===== src/rtl/ptp_framer.sv =====
// ptp_framer
// Builds a fixed-layout PTP-over-UDP/IPv4/Ethernet frame as a stream of
// 32-bit words (byte 0 of each word in [31:24]). Only Sync (msgid 0) and
// Delay_Req (msgid 2) are framed. Any other msgid is dropped and flagged.
//
// Ports
//   clk, rst           clock, asynchronous active-high reset
//   req_valid/ready    request handshake; ready only while idle
//   req_msgid/seqid    PTP messageType and sequenceId
//   req_sec/ns         origin timestamp
//   req_err            one-cycle pulse when a request is dropped
//   ptp_data/valid     output word stream with backpressure from ptp_ready
//   ptp_sop/eop/mod    frame delimiters; mod = empty bytes in the eop word
//   tx_done            one-cycle pulse after the eop word is accepted
module ptp_framer #(
    parameter logic [31:0] PREFIX   = 32'h00000000,
    parameter logic [47:0] DST_MAC  = 48'h011B19000000,
    parameter logic [47:0] SRC_MAC  = 48'h000A35000001,
    parameter logic [31:0] SRC_IP   = 32'hC0A80102,
    parameter logic [31:0] DST_IP   = 32'hE0000181,
    parameter logic [7:0]  TTL      = 8'h40,
    parameter logic [63:0] CLOCK_ID = 64'h000A35FFFE000001,
    parameter logic [7:0]  DOMAIN   = 8'h00
) (
    input  logic        clk,
    input  logic        rst,
    input  logic        req_valid,
    output logic        req_ready,
    input  logic [3:0]  req_msgid,
    input  logic [15:0] req_seqid,
    input  logic [47:0] req_sec,
    input  logic [31:0] req_ns,
    output logic        req_err,
    output logic [31:0] ptp_data,
    output logic        ptp_valid,
    output logic        ptp_sop,
    output logic        ptp_eop,
    output logic [1:0]  ptp_mod,
    input  logic        ptp_ready,
    output logic        tx_done
);

    typedef enum logic [1:0] {IDLE, SUM, FOLD, SEND} state_t;

    state_t      state;
    state_t      state_next;
    logic        accept;
    logic        load_word;
    logic        msg_ok;
    logic        eop_accept;
    logic        is_sync;

    logic [3:0]  msgid_q;
    logic [15:0] seqid_q;
    logic [47:0] sec_q;
    logic [31:0] ns_q;
    logic [15:0] ip_id;
    logic [31:0] sum_q;
    logic [15:0] csum_q;
    logic [4:0]  idx;

    logic [31:0] hdr_sum;
    logic [16:0] fold1;
    logic [15:0] fold2;
    logic [31:0] word_data;
    logic [1:0]  word_mod;

    assign msg_ok     = (req_msgid == 4'd0) || (req_msgid == 4'd2);
    assign eop_accept = ptp_valid && ptp_ready && ptp_eop;
    assign is_sync    = (msgid_q == 4'd0);

    // The ten IPv4 header halfwords with the checksum field taken as zero.
    assign hdr_sum = 32'h00004500 + 32'h00000048 + {16'h0000, ip_id}
                   + 32'h00004000 + {16'h0000, TTL, 8'h11}
                   + {16'h0000, SRC_IP[31:16]} + {16'h0000, SRC_IP[15:0]}
                   + {16'h0000, DST_IP[31:16]} + {16'h0000, DST_IP[15:0]};

    // Two end-around carry folds are always enough for ten halfwords; the
    // second fold cannot carry out again.
    assign fold1 = {1'b0, sum_q[15:0]} + {1'b0, sum_q[31:16]};
    assign fold2 = fold1[15:0] + {15'h0000, fold1[16]};

    always_ff @(posedge clk or posedge rst) begin
        if (rst) begin
            state <= IDLE;
        end else begin
            state <= state_next;
        end
    end

    // A new word is loaded whenever the output register is empty or its
    // current (non-eop) word is being taken, which keeps valid gap-free.
    always_comb begin
        state_next = state;
        req_ready  = 1'b0;
        accept     = 1'b0;
        load_word  = 1'b0;
        case (state)
            IDLE: begin
                req_ready = 1'b1;
                if (req_valid) begin
                    accept = 1'b1;
                    if (msg_ok) begin
                        state_next = SUM;
                    end
                end
            end
            SUM:  state_next = FOLD;
            FOLD: state_next = SEND;
            SEND: begin
                load_word = !ptp_valid || (ptp_ready && !ptp_eop);
                if (eop_accept) begin
                    state_next = IDLE;
                end
            end
            default: state_next = IDLE;
        endcase
    end

    // Word contents by index; offsets follow the 90-byte frame layout
    // starting with the 4-byte stream prefix.
    always_comb begin
        word_data = 32'h00000000;
        word_mod  = 2'd0;
        case (idx)
            5'd0:  word_data = PREFIX;
            5'd1:  word_data = DST_MAC[47:16];
            5'd2:  word_data = {DST_MAC[15:0], SRC_MAC[47:32]};
            5'd3:  word_data = SRC_MAC[31:0];
            5'd4:  word_data = {16'h0800, 16'h4500};
            5'd5:  word_data = {16'h0048, ip_id};
            5'd6:  word_data = {16'h4000, TTL, 8'h11};
            5'd7:  word_data = {csum_q, SRC_IP[31:16]};
            5'd8:  word_data = {SRC_IP[15:0], DST_IP[31:16]};
            5'd9:  word_data = {DST_IP[15:0], 16'h013F};
            5'd10: word_data = {16'h013F, 16'h0034};
            5'd11: word_data = {16'h0000, 4'h0, msgid_q, 8'h02};
            5'd12: word_data = {16'h002C, DOMAIN, 8'h00};
            5'd13: word_data = {(is_sync ? 16'h0200 : 16'h0000), 16'h0000};
            5'd16: word_data = {16'h0000, CLOCK_ID[63:48]};
            5'd17: word_data = CLOCK_ID[47:16];
            5'd18: word_data = {CLOCK_ID[15:0], 16'h0001};
            5'd19: word_data = {seqid_q, (is_sync ? 8'h00 : 8'h05),
                                (is_sync ? 8'h00 : 8'h7F)};
            5'd20: word_data = sec_q[47:16];
            5'd21: word_data = {sec_q[15:0], ns_q[31:16]};
            5'd22: begin
                word_data = {ns_q[15:0], 16'h0000};
                word_mod  = 2'd2;
            end
            default: word_data = 32'h00000000;
        endcase
    end

    always_ff @(posedge clk or posedge rst) begin
        if (rst) begin
            req_err   <= 1'b0;
            tx_done   <= 1'b0;
            msgid_q   <= 4'd0;
            seqid_q   <= 16'h0000;
            sec_q     <= 48'h0;
            ns_q      <= 32'h0;
            ip_id     <= 16'h0000;
            sum_q     <= 32'h0;
            csum_q    <= 16'h0000;
            idx       <= 5'd0;
            ptp_data  <= 32'h0;
            ptp_valid <= 1'b0;
            ptp_sop   <= 1'b0;
            ptp_eop   <= 1'b0;
            ptp_mod   <= 2'd0;
        end else begin
            req_err <= accept && !msg_ok;
            tx_done <= eop_accept;
            if (accept) begin
                msgid_q <= req_msgid;
                seqid_q <= req_seqid;
                sec_q   <= req_sec;
                ns_q    <= req_ns;
            end
            if (state == SUM) begin
                sum_q <= hdr_sum;
            end
            if (state == FOLD) begin
                csum_q <= ~fold2;
                idx    <= 5'd0;
            end
            if (load_word) begin
                ptp_data  <= word_data;
                ptp_valid <= 1'b1;
                ptp_sop   <= (idx == 5'd0);
                ptp_eop   <= (idx == 5'd22);
                ptp_mod   <= word_mod;
                idx       <= idx + 5'd1;
            end else if (eop_accept) begin
                ptp_data  <= 32'h0;
                ptp_valid <= 1'b0;
                ptp_sop   <= 1'b0;
                ptp_eop   <= 1'b0;
                ptp_mod   <= 2'd0;
                ip_id     <= ip_id + 16'h0001;
            end
        end
    end

endmodule

===== config.mk =====
export PLATFORM = sky130hd
export DESIGN_NAME = ptp_framer
export DESIGN_NICKNAME = d
export VERILOG_FILES = /design/src/rtl/ptp_framer.sv
export SDC_FILE = /design/constraint.sdc
export NUM_CORES = 1
export LEC_CHECK = 0
export BUFFER_PORTS_ARGS = -buffer_cell sky130_fd_sc_hd__buf_4
export CORE_ASPECT_RATIO = 0.6
export CORE_MARGIN = 2
export CORE_UTILIZATION = 52
export CTS_CLUSTER_DIAMETER = 50
export DETAILED_ROUTE_END_ITERATION = 12
export PLACE_DENSITY_LB_ADDON = 0.12
export SLEW_MARGIN = 0
export SYNTH_ARGS = -nofsm -noshare
export SYNTH_HDL_FRONTEND = slang
export SYNTH_SLANG_ARGS = --single-unit

===== constraint.sdc =====
create_clock -name clk -period 5.4 [get_ports clk]
set_input_delay 0.27 -clock clk [delete_from_list [all_inputs] [get_ports clk]]
set_output_delay 0.27 -clock clk [all_outputs]
set_load 0.05 [all_outputs]

---- After elaboration in Yosys (flattened, before gate mapping) ----
Index checks and enable logic that the tools add are counted.
storage, ports and cells
  flip-flop bits (word level) ............. 210
  latch bits .............................. 0
  bits in writable memories ............... 0
  bits in read-only memories .............. 0
  input bits .............................. 104
  output and inout port bits .............. 40
  word-level logic and storage cells ...... 96
  memories kept ........................... 0
cells by class
  add/sub/neg operators ................... 11
  multipliers ............................. 0
  div/mod/pow operators ................... 0
  magnitude comparators ................... 0
  equal/unequal tests ..................... 27
  shifts and indexed selects .............. 0
  mux-type cells .......................... 22
  bitwise logic cells ..................... 2
  reduce and logical (&&, ||, !) cells .... 18
operators by type and width
  kind                                                              number
  32-bit one-hot mux with 19 select lines                           1
  32-bit 2-to-1 mux                                                 2
  5-bit == test, second input constant                              7
  5-bit by 4-bit == test with 1-bit output, second input constant   6
  22-bit by 9-bit adder with 23-bit output, second input constant   1
  21-bit by 16-bit adder with 22-bit output, second input constant  1
  20-bit by 9-bit adder with 21-bit output, second input constant   1
  19-bit by 16-bit adder with 20-bit output, second input constant  1
  5-bit by 3-bit == test with 1-bit output, second input constant   4
  18-bit by 15-bit adder with 19-bit output, second input constant  1
  17-bit by 15-bit adder with 18-bit output, second input constant  1
  15-bit by 16-bit adder with 17-bit output, first input constant   1
  16-bit by 16-bit adder with 17-bit output                         1
  16-bit by 1-bit adder with 16-bit output                          1
  16-bit by 1-bit adder with 16-bit output, second input constant   1
  16-bit inverter                                                   1
  5-bit by 2-bit == test with 1-bit output, second input constant   2
  10-bit 2-to-1 mux                                                 1
  2-bit 2-to-1 mux                                                  5
  5-bit 2-to-1 mux                                                  2
  4-bit logical NOT                                                 2
  1-bit 2-to-1 mux                                                  8
  2-bit one-hot mux with 4 select lines                             1
  7-bit 2-to-1 mux                                                  1
  other kinds (17)                                                  27

---- Longest topological paths before layout ----
Gate-level depths: netlist of run 1.
  word-level depth ........................ 7
  depth in mapped cells ................... 13
  depth with buffers taken out ............ 12

---- Worst setup path after synthesis of run 1 ----
Ideal clock, no wire load.
  path kind ............................... register -> register
  start ................................... register sum_q[0]
  end ..................................... register csum_q[13]
  setup time .............................. 82 ps
  arrival time ............................ 2,635 ps
  data required time ...................... 5,318 ps
  slack ................................... 2,683 ps
  stages on the path, launching flop included .. 13
  path buffers ............................ 1
  period minus slack after synthesis ...... 2,717 ps
  cell sequence ........................... dfrtp_1 > ha_1 > fa_1 > buf_6 > nand2_1 > or3_4 > nor2_1 > ha_1 > nand2_1 > o21bai_1 > or3_1 > or3_1 > a31oi_1
between the ends
  cells in the longest elaborated chain, start to end .. 3
RTL lines
  what                                       RTL line  source
  from (decl)                                58        logic [31:0] sum_q;
  from (signal assigned)                     182       sum_q <= hdr_sum;
  16-bit by 16-bit adder with 17-bit output  80        assign fold1 = {1'b0, sum_q[15:0]} + {1'b0, sum_q[31:16]};
  16-bit by 1-bit adder with 16-bit output   81        assign fold2 = fold1[15:0] + {15'h0000, fold1[16]};
  16-bit inverter                            185       csum_q <= ~fold2;
  to (signal assigned)                       185
  to (decl)                                  59        logic [15:0] csum_q;
No other way between the ends.
A chain may end at the register's enable or synchronous reset.

---- Final worst setup path of run 1 ----
Same ends and word-level chain as after synthesis.

==> results by group, run 1 <==
Outcome
  • Outcome: finished clean

Worst setup path
  • WP data arrival: approximately 3.7 ns
  • Crit path cell chain: ha_1, fa_1, nand2_1, or3_4, nor2_1, ha_1, nand2_1, o21bai_1, or3_1, or3_1, a31oi_1
  • Slowest CP cell: fa_1
  • Crit start category: register
  • Number of cells on the critical path: 11
  • Critical path type: reg -> reg
  • Worst EP required: 5.76 ns
  • CP max stage delay: 0.58 ns
  • Max FO, Critical Path: 18
  • CP delay by family, top: simple AND/OR/NAND/NOR gates
  • Buffers and inverters on the worst path: 0
  • Worst Reg-to-Reg Cells: 11
  • Nature of the critical path endpoint: register

Timing
  • Period Utilization, post-route: 0.610
  • Final worst slack: 2.11 ns
  • Final slew viol count: 0
  • Period minus WS final: about 3.3 ns
  • Slew @ Worst Pin: ~1.1 ns
  • RSZ-0062 raised after global routing: no
  • Final setup vio count: 0
  • Setup tns final: 0 ns
  • Final hold viol count: 0
  • Fin Hold WS: between 0.04 and 0.05 ns
  • Clock Skew: ~0.011 ns
  • Upper clock frequency limit: 304 MHz
  • Rel. slew slack: 0.260

Synth
  • Post-synthesis cell type count: 73
  • Cell taking the most area after synthesis: dfrtp_1
  • Complex-gate fraction of the synthesized area: 0.146
  • Synth Area in Simple Gates: 0.120
  • Mapped Area: between 9000 and 10000 sq um
  • YS warnings: 0
  • Flops & latches, synth: around 190
  • EDFF count, synth: 0
  • Xor/xnor share of the synthesized area: 0.0405
  • Main combinational cell family by area after synthesis: compound AO/OA/AOI/OAI gates
  • Top cell type's share of synthesized area: 0.499
  • Synth async-reset ratio: 1.00
  • Seq/Total Area, Yosys: 0.499
  • Syn_area_per_cell: 11.0 sq um
  • Post-Syn Nets: ~1000
  • Main synth FF type: dfrtp_1
  • Post-Synth Adder-Cell Area: 0.0201
  • Ranking of synthesized cells by area: dfrtp_1 50%, mux2_2 13%, a22o_1 3.1%, xnor2_1 2.7%, nand2_1 2.5%
  • Gate Count Post-Synth: 883
  • Post-synthesis mux area share: 0.135

CTS
  • Clk sinks: a little under 200
  • Setup Fix Bufs, Post-CTS: 0
  • Max clock buf depth: 2
  • Hold-fix buffer count after cts: 0
  • Worst skew pair latency: between 0.4 and 0.5 ns
  • H-tree depth: 4
  • CTS buffer count: 17
  • CTS tree: done
  • Clk slew on worst S/H paths: around 0.070 ns
  • Root Driver: clkbuf_16
  • Post-cts sizing count: 0

Floorplan
  • Die Wd: approximately 180 microns
  • DIE AREA: approximately 20000 sq um
  • Starting Density: 0.534
  • Die H: between 100 and 150 microns
  • Area of the core: between 15000 and 20000 sq um
  • Site row count: 38
  • # IOs: 144

Flow run
  • Number of max-cap violations: 0

Detailed routing
  • Remaining DRCs: 0
  • Via-per-instance ratio: approximately 6.1
  • Post-route ant nets: 0
  • WL final: approximately 27000 microns
  • Avg WL per Cell: 21.5 microns
  • Vias after detailed routing: ~7500
  • Initial DRC Count: about 790
  • TritonRoute pass-1 iters: 5

Final layout
  • Share of cells above drive strength 1: 0.313
  • ANT cells: 0
  • Fin nets: ~1100
  • Area Overhead vs Synth: 17.7%
  • Fillcell total: ~1500
  • Fin util: 0.629

Global route
  • Largest net degree at the start of global routing: between 150 and 200
  • Gr usage total: 0.275
  • Grt ovf: 0
  • First-pass GRT wire length: about 41000 microns
  • Vias in the first global route: around 7100
  • Initial antenna violation count: 0

Pwr
  • P_leak: about 0.0051 uW
  • PwrDens: 463 nW/um^2
  • Total power: 5300 uW
  • Maximum vdd drop: around 0.26 mV

Placed design
  • IO Port Bufs: between 100 and 150
  • Final RePlAce weighted congestion: around 0.91
  • Post-DP HPWL: roughly 18000 microns
  • Post-Place Setup Slack: ~2.1 ns

Worst hold path
  • Hold Crit Class: in -> async
-- cell usage in the layout (no fill, tap or decap), drive strengths merged, types with 4 or more instances in the layout --
master    n
a211oi    5
a21o      9
a21oi    48
a222oi   16
a22o     34
a22oi    19
a31oi     5
and3      7
buf     150
clkbuf   22
dfrtp   194
ha       14
inv      17
mux2    112
mux2i     5
nand2    65
nand2b   11
nand3    33
nand3b    4
nand4    13
nor2     51
nor2b     9
nor3     10
nor4      7
o211ai    6
o21ai    25
o31ai     4
or2       4
xnor2    30
xor2     15
-- stage by stage --
| step | instances | instance area (sq um) |
|---|---|---|
| 6_report | 1235 | 11500 |
| 3_3_place_gp | 1204 | 10900 |
| 2_1_floorplan | 883 | 9740 |
| 5_1_grt | 1235 | 11500 |
| 3_5_place_dp | 1204 | 10900 |
| 4_1_cts | 1235 | 11500 |
-- logic make-up (layout without fill, tap and decap cells) --
| group | count (synthesis) | count (layout) |
|---|---|---|
| AOI/OAI and AO/OA | 198 | 198 |
| xor gates and xnor gates | 45 | 45 |
| adders and majority gates | 15 | 15 |
| buffers and inverters | 83 | 195 |
| DFF | 194 | 194 |
| muxes | 117 | 117 |
| other | 1 | 1 |
| and+or+nand+nor | 230 | 230 |
-- worst min-delay path, stage by stage --
cell	delay [ns]
buf_4	0.12
clkinvlp_4	0.07
buf_12	0.59
-- power by group --
part / internal (uW) / leakage [uW] / switching, uW / total, uW
logic: 772 / 0.00245 / 838 / 1610
clock network: 725 / 0.000288 / 574 / 1300
registers: 1980 / 0.00239 / 415 / 2390
total: 3470 / 0.00513 / 1830 / 5300
-- cell usage after synthesis, types with 9 or more instances --
library cell,n
nand2b_1,11
nand4_1,12
clkbuf_1,49
inv_1,14
a22o_1,34
dfrtp_1,194
a222oi_1,16
xnor2_1,30
nand2_1,65
nor2b_1,9
a21oi_1,47
xor2_1,15
nor3_1,9
mux2_2,112
a21o_1,9
o21ai_0,24
a22oi_1,19
ha_1,14
nor2_1,51
nand3_1,32
-- state kept, by name (all words and copies together), names as in the netlist --
register / flops
sec_q: 48
ns_q: 32
ptp_data: 32
sum_q: 18
csum_q: 16
ip_id: 16
seqid_q: 16
idx: 5
msgid_q: 4
state: 2
ptp_mod: 1
ptp_sop: 1
ptp_valid: 1
req_err: 1
tx_done: 1
-- path summary, 6_finish.rpt --
check,from,to,slack (ns)
max in group asynchronous,rst,sec_q[15]$_DFFE_PP0P_,4.47
min in group clk,req_ns[19],ns_q[19]$_DFFE_PP0P_,0.05
hold reg to reg,ns_q[14]$_DFFE_PP0P_,ns_q[14]$_DFFE_PP0P_,0.51
hold / removal,rst,ptp_valid$_DFFE_PP0P_,0.04
setup / recovery,sum_q[0]$_DFFE_PP0N_,csum_q[13]$_DFFE_PP0P_,2.11
setup reg to reg,sum_q[0]$_DFFE_PP0N_,csum_q[13]$_DFFE_PP0P_,2.11
-- metal layers --
layer / GRT usage / vias to the layer above / routed length [microns]
met1: 0.432 / 3753 / 13100
li1: - / 3421 / -
met5: 0 / - / 0
met4: 0.0680 / 0 / 258
met3: 0.0679 / 18 / 2210
met2: 0.376 / 324 / 11000
-- area by class of cell --
cell class                 count  area [sq um]  area share
inverter                      14          56.3     0.00492
timing repair buffer         150          1140      0.0994
multi-input combinational    606          4510       0.394
clock buffer                  22           474      0.0414
tap                          240           300      0.0262
sequential                   194          4850       0.424
clock inverter                 9           120      0.0105
Power figures use the tool's default switching activity.
==> run 2, diff against run 1 <==
- clock period: 5.4 -> 2.95 ns (I/O delays scaled with it)
==> run 2 against run 1 <==
Sequential share of layout area down 4.4 points. Total power up 86%. Largest power group unchanged. Sequential power up 77%. First-iteration DRC count down 6.6%. Global-route usage up 3.2 points. Critical path type unchanged.
==> results by group, run 2 (synthesis results as in run 1) <==
Global route
  • First-pass GRT wire length: 45700 microns (was 41200 microns)
  • Vias in the first global route: 7971 (was 7087)
  • Gr usage total: 0.307 (was 0.275)
  • Grt ovf: 0 (unchanged)
  • Initial antenna violation count: 0 (unchanged)
  • Largest net degree at the start of global routing: 60 (was 195)

Timing
  • Period minus WS final: 2.77 ns (was 3.29 ns)
  • Final worst slack: 0.177 ns (was 2.11 ns)
  • Fin Hold WS: 0.0524 ns (was 0.0421 ns)
  • Clock Skew: 0.0103 ns (was 0.0113 ns)
  • Upper clock frequency limit: 361 MHz (was 304 MHz)
  • Final slew viol count: 0 (unchanged)
  • RSZ-0062 raised after global routing: no (unchanged)
  • Rel. slew slack: 0.457 (was 0.260)
  • Period Utilization, post-route: 0.940 (was 0.610)
  • Final hold viol count: 0 (unchanged)
  • Final setup vio count: 0 (unchanged)
  • Setup tns final: 0 ns (unchanged)
  • Slew @ Worst Pin: 0.808 ns (was 1.11 ns)

Worst setup path
  • Reg2reg end: csum_q[13]$_DFFE_PP0P_ (unchanged)
  • Critical path type: reg -> reg (unchanged)
  • Max FO, Critical Path: 4 (was 18)
  • Worst Reg-to-Reg Cells: 11 (unchanged)
  • Crit start category: register (unchanged)
  • R2r setup slk: 0.18 ns (was 2.11 ns)
  • Worst EP required: 3.32 ns (was 5.76 ns)
  • Worst R2R Start: sum_q[0]$_DFFE_PP0N_ (unchanged)
  • WP data arrival: 3.14 ns (was 3.66 ns)
  • Nature of the critical path endpoint: register (unchanged)

Placed design
  • Area after DPL: 11200 sq um (was 10900 sq um)
  • IO Port Bufs: 142 (unchanged)
  • Post-Place Setup Slack: 0.0776 ns (was 2.13 ns)
  • Post-DP HPWL: 19900 microns (was 18300 microns)
  • Final RePlAce weighted congestion: 0.892 (was 0.913)

CTS
  • H-tree depth: 4 (unchanged)
  • Clk slew on worst S/H paths: 0.07 ns (about the same)
  • CTS buffer count: 17 (unchanged)
  • Setup Fix Bufs, Post-CTS: 0 (unchanged)
  • Worst skew pair latency: 0.44 ns (was 0.45 ns)
  • Clk sinks: 194 (unchanged)
  • Root Driver: clkbuf_16 (unchanged)
  • CTS tree: done (unchanged)
  • Max clock buf depth: 2 (unchanged)

Worst hold path
  • Worst Hold Path EP: ip_id[2]$_DFFE_PP0P_
  • Hold Crit Class: in -> reg (was in -> async)
  • WHS Path Cells: 3
  • Hold path start: ptp_ready

Detailed routing
  • WL final: 29600 microns (was 26500 microns)
  • TritonRoute pass-1 iters: 6 (was 5)
  • Via-per-instance ratio: 5.88 (was 6.09)
  • Post-route ant nets: 0 (unchanged)
  • Vias after detailed routing: 8090 (was 7516)
  • Initial DRC Count: 735 (was 787)
  • Avg WL per Cell: 21.5 microns (about the same)
  • Remaining DRCs: 0 (unchanged)

Pwr
  • P_leak: 0.00575 uW (was 0.00513 uW)
  • PwrDens: 771 nW/um^2 (was 463 nW/um^2)
  • Maximum vdd drop: 0.558 mV (was 0.262 mV)

Final layout
  • Largest registers: sec_q: 48 flops, ns_q: 32 flops, ptp_data: 32 flops (unchanged)
  • Reg with most FFs: sec_q (unchanged)
  • Max FFs per register: 48 (unchanged)
  • Fin nets: 1242 (was 1102)
  • Most common cell after layout, fill and taps aside: dfrtp_1 (unchanged)
  • Share of cells above drive strength 1: 0.313 (about the same)
  • Most frequent cells in the layout: 194 x dfrtp_1, 184 x buf_4, 112 x mux2_2, 101 x dlygate4sd3_1, 64 x nand2_1 (was 194 x dfrtp_1, 149 x buf_4, 112 x mux2_2, 64 x nand2_1, 48 x nor2_1)
  • Fillcell total: 1321 (was 1496)
  • ANT cells: 0 (unchanged)
  • Fin util: 0.702 (was 0.629)
  • Multi-input logic area: 4530 sq um (was 4510 sq um)
  • Register area: 4850 sq um (unchanged)
  • Final Cell Area: 12800 sq um (was 11500 sq um)
  • Area Overhead vs Synth: 31.3% (was 17.7%)

Floorplan
  • Starting Density: 0.534 (unchanged)
  • # IOs: 144 (unchanged)
  • Area of the core: 18200 sq um (unchanged)
  • Die Wd: 181 microns (unchanged)
  • Site row count: 38 (unchanged)
  • DIE AREA: 19900 sq um (unchanged)
  • Die H: 110 microns (unchanged)

Outcome
  • Outcome: finished clean (unchanged)

Flow run
  • Number of max-cap violations: 0 (unchanged)
==> run 2: changes by cell type in the layout (fill, tap and decap cells not counted), sizes merged <==
cell	delta
dlygate4sd3	+101
inv	+1
clkinv	+6
clkbuf	-4
bufinv	-2
buf	+39
==> run 2: timing repair <==
action / in CTS / in global routing
resized for setup: 0 / 4
hold buffers: 101 / 0
hold endpoints to repair: 126 / 0
setup endpoints to repair: 0 / 2
==> run 2: layer usage <==
layer | part of all wire | routed length [microns] | track usage
met2 | 0.44 | 13000 | 0.455
met5 | 0 | 0 | 0
met4 | 0.012 | 362 | 0.0714
met3 | 0.075 | 2210 | 0.0755
met1 | 0.47 | 14100 | 0.456
==> run 2: power breakdown <==
part | switching, uW | internal [uW] | total (uW)
logic | 1790 | 1640 | 3430
registers | 604 | 3620 | 4220
clock network | 1080 | 1110 | 2190
total | 3470 | 6380 | 9850
==> run 2: layout make-up <==
type / instances / share of cell area
Inverter: 14 / 0.00441
Sequential cell: 194 / 0.380
Clock buffer: 18 / 0.0344
Timing Repair Buffer: 290 / 0.195
Tap cell: 240 / 0.0235
Multi-Input combinational cell: 606 / 0.354
Clock inverter: 14 / 0.00823
==> run 2: metrics by stage <==
step / power, uW / std cells
CTS: 9820 / 1376
detailed placement: 7510 / 1243
finish: 9850 / 1376
global route: 10400 / 1376
global placement: 7430 / 1243
floorplan: 6490 / 883
==> run 2: how the worst max path moves through the flow <==
stage                                    start                     end  slack (ns)  cells past startpoint
final                     sum_q[0]$_DFFE_PP0N_  csum_q[13]$_DFFE_PP0P_        0.18                     11
after global routing      sum_q[0]$_DFFE_PP0N_  csum_q[13]$_DFFE_PP0P_        0.01                     11
after CTS                 sum_q[0]$_DFFE_PP0N_  csum_q[12]$_DFFE_PP0P_        0.06                     11
after detailed placement  sum_q[0]$_DFFE_PP0N_  csum_q[12]$_DFFE_PP0P_        0.08                     11
after global placement    sum_q[0]$_DFFE_PP0N_  csum_q[13]$_DFFE_PP0P_        0.18                     11
after floorplan           sum_q[0]$_DFFE_PP0N_  csum_q[13]$_DFFE_PP0P_        0.23                     12
==> run 2: critical path, cell delays in order (launching register included) <==
cell and delay [ns]:
dfrtp_1 0.41, ha_4 0.18, fa_2 0.22, nand2_1 0.07, or3_4 0.36, nor2_1 0.14, ha_1 0.18, nand2_1 0.08
o21bai_1 0.19, or3_1 0.36, or3_1 0.37, a31oi_1 0.16
==> run 3, diff against run 2 <==
- CTS_BUF_LIST: default -> sky130_fd_sc_hd__clkbuf_16
==> run 3 against run 2 <==
Final area about the same. Register-to-register slack about the same. Combinational power about the same. Utilization down 0.055 points. Critical endpoint unchanged. Largest power group unchanged.
==> results by group, run 3 (synthesis results as in run 1) <==
Floorplan
  • Starting Density: 0.534 (unchanged)
  • Die Wd: 181 microns (unchanged)
  • Die H: 110 microns (unchanged)
  • # IOs: 144 (unchanged)
  • DIE AREA: 19900 sq um (unchanged)
  • Area of the core: 18200 sq um (unchanged)
  • Site row count: 38 (unchanged)

Worst setup path
  • Max FO, Critical Path: 4 (unchanged)
  • Crit start category: register (unchanged)
  • Critical path type: reg -> reg (unchanged)
  • Nature of the critical path endpoint: register (unchanged)
  • WP data arrival: 3.14 ns (about the same)
  • Worst EP required: 3.31 ns (was 3.32 ns)

Final layout
  • Fin nets: 1242 (unchanged)
  • Area Overhead vs Synth: 31.2% (was 31.3%)
  • Max FFs per register: 48 (unchanged)
  • Largest registers: sec_q: 48 flops, ns_q: 32 flops, ptp_data: 32 flops (unchanged)
  • Most frequent cells in the layout: 194 x dfrtp_1, 184 x buf_4, 112 x mux2_2, 101 x dlygate4sd3_1, 64 x nand2_1 (unchanged)
  • Most common cell after layout, fill and taps aside: dfrtp_1 (unchanged)
  • Share of cells above drive strength 1: 0.312 (was 0.313)
  • ANT cells: 0 (unchanged)
  • Reg with most FFs: sec_q (unchanged)
  • Fillcell total: 1323 (was 1321)

Global route
  • Initial antenna violation count: 0 (unchanged)
  • Largest net degree at the start of global routing: 60 (unchanged)
  • Vias in the first global route: 7973 (was 7971)
  • Grt ovf: 0 (unchanged)
  • Gr usage total: 0.307 (unchanged)
  • First-pass GRT wire length: 45700 microns (about the same)

Detailed routing
  • Remaining DRCs: 0 (unchanged)
  • WL final: 29500 microns (was 29600 microns)
  • Initial DRC Count: 684 (was 735)
  • Avg WL per Cell: 21.5 microns (about the same)
  • TritonRoute pass-1 iters: 5 (was 6)
  • Post-route ant nets: 0 (unchanged)
  • Via-per-instance ratio: 5.87 (was 5.88)
  • Vias after detailed routing: 8073 (was 8090)

Pwr
  • Clock share of power: 0.221 (was 0.223)
  • Total power: 9820 uW (was 9850 uW)
  • Gate power share: 0.349 (was 0.348)
  • Maximum vdd drop: 0.560 mV (was 0.558 mV)
  • P_leak: 0.00574 uW (was 0.00575 uW)
  • PwrDens: 769 nW/um^2 (was 771 nW/um^2)
  • P_sw: 3460 uW (was 3470 uW)
  • Switch share: 0.353 (was 0.352)
  • Pint: 6350 uW (was 6380 uW)
  • Seq pwr share: 0.430 (was 0.429)

Flow run
  • Number of max-cap violations: 0 (unchanged)

Timing
  • Final worst slack: 0.169 ns (was 0.177 ns)
  • Final setup vio count: 0 (unchanged)
  • Period Utilization, post-route: 0.943 (was 0.940)
  • Period minus WS final: 2.78 ns (was 2.77 ns)
  • Fin Hold WS: 0.0549 ns (was 0.0524 ns)
  • RSZ-0062 raised after global routing: no (unchanged)
  • Setup tns final: 0 ns (unchanged)
  • Clock Skew: 0.0109 ns (was 0.0103 ns)
  • Upper clock frequency limit: 360 MHz (was 361 MHz)
  • Rel. slew slack: 0.446 (was 0.457)
  • Slew @ Worst Pin: 0.824 ns (was 0.808 ns)
  • Final hold viol count: 0 (unchanged)
  • Final slew viol count: 0 (unchanged)

CTS
  • CTS buffer count: 17 (unchanged)
  • Clk slew on worst S/H paths: 0.07 ns (about the same)
  • Worst skew pair latency: 0.45 ns (was 0.44 ns)
  • Clk sinks: 194 (unchanged)
  • Root Driver: clkbuf_16 (unchanged)
  • Setup Fix Bufs, Post-CTS: 0 (unchanged)
  • H-tree depth: 4 (unchanged)
  • CTS tree: done (unchanged)
  • Max clock buf depth: 2 (unchanged)

Outcome
  • Outcome: finished clean (unchanged)

Placed design
  • Post-DP HPWL: 19900 microns (unchanged)
  • Final RePlAce weighted congestion: 0.892 (unchanged)
  • Post-Place Setup Slack: 0.0776 ns (unchanged)
  • IO Port Bufs: 142 (unchanged)

Worst hold path
  • Hold Crit Class: in -> reg (unchanged)
## run 3: layout make-up
cell class                      count  area (sq um)  share of cell area
Clock buffer                       17           425              0.0333
Clock inverter                     15           109             0.00853
Inverter                           14          56.3             0.00441
Timing Repair Buffer              290          2490               0.195
Sequential cell                   194          4850               0.380
Multi-Input combinational cell    606          4530               0.355
Tap cell                          240           300              0.0235
## run 3: worst paths after layout
| path | cells past startpoint | end | slack (ns) | startpoint |
|---|---|---|---|---|
| max in group asynchronous | 4 | csum_q[13]$_DFFE_PP0P_ | 1.80 | rst |
| worst max register to register | 11 | csum_q[13]$_DFFE_PP0P_ | 0.17 | sum_q[0]$_DFFE_PP0N_ |
| worst min register to register | 1 | seqid_q[8]$_DFFE_PP0P_ | 0.51 | seqid_q[8]$_DFFE_PP0P_ |
| worst min-delay path | 3 | ip_id[2]$_DFFE_PP0P_ | 0.05 | ptp_ready |
| min in group asynchronous | 3 | ip_id[0]$_DFFE_PP0P_ | 0.40 | rst |
| worst max-delay path | 11 | csum_q[13]$_DFFE_PP0P_ | 0.17 | sum_q[0]$_DFFE_PP0N_ |
## run 3: what timing repair did
| action | CTS | global route |
|---|---|---|
| gates resized for setup | 0 | 4 |
| hold buffers | 101 | 0 |
| endpoints found under the setup margin | 0 | 2 |
| endpoints found under the hold margin | 126 | 0 |
## run 3: worst max-delay path, cell delays in order (launching register included)
cell	delay, ns
dfrtp_1	0.41
ha_4	0.18
fa_2	0.22
nand2_1	0.07
or3_4	0.36
nor2_1	0.14
ha_1	0.18
nand2_1	0.08
o21bai_1	0.19
or3_1	0.36
or3_1	0.37
a31oi_1	0.16
## run 3: power by group through the flow
stage / sequential [uW] / combinational (uW) / clock [uW]
detailed placement: 4240 / 3270 / 0
floorplan: 4300 / 2200 / 0
global route: 4320 / 3700 / 2300
global placement: 4220 / 3210 / 0
finish: 4220 / 3430 / 2160
CTS: 4200 / 3390 / 2200
## run 3: stage by stage
| step | util | instance area (sq um) | std cells |
|---|---|---|---|
| floorplan | - | 9740 | 883 |
| global placement | 0.615 | 11200 | 1243 |
| detailed placement | 0.615 | 11200 | 1243 |
| CTS | 0.700 | 12700 | 1376 |
| global route | 0.701 | 12800 | 1376 |
| finish | 0.701 | 12800 | 1376 |
## run 3: layer usage
metal | wire length, microns | share of wire | vias up | track usage
li1 | - | - | 3707 | -
met1 | 13900 | 0.47 | 4000 | 0.456
met2 | 13000 | 0.44 | 333 | 0.455
met3 | 2290 | 0.077 | 33 | 0.0755
met4 | 344 | 0.012 | 0 | 0.0714
met5 | 0 | 0 | - | 0
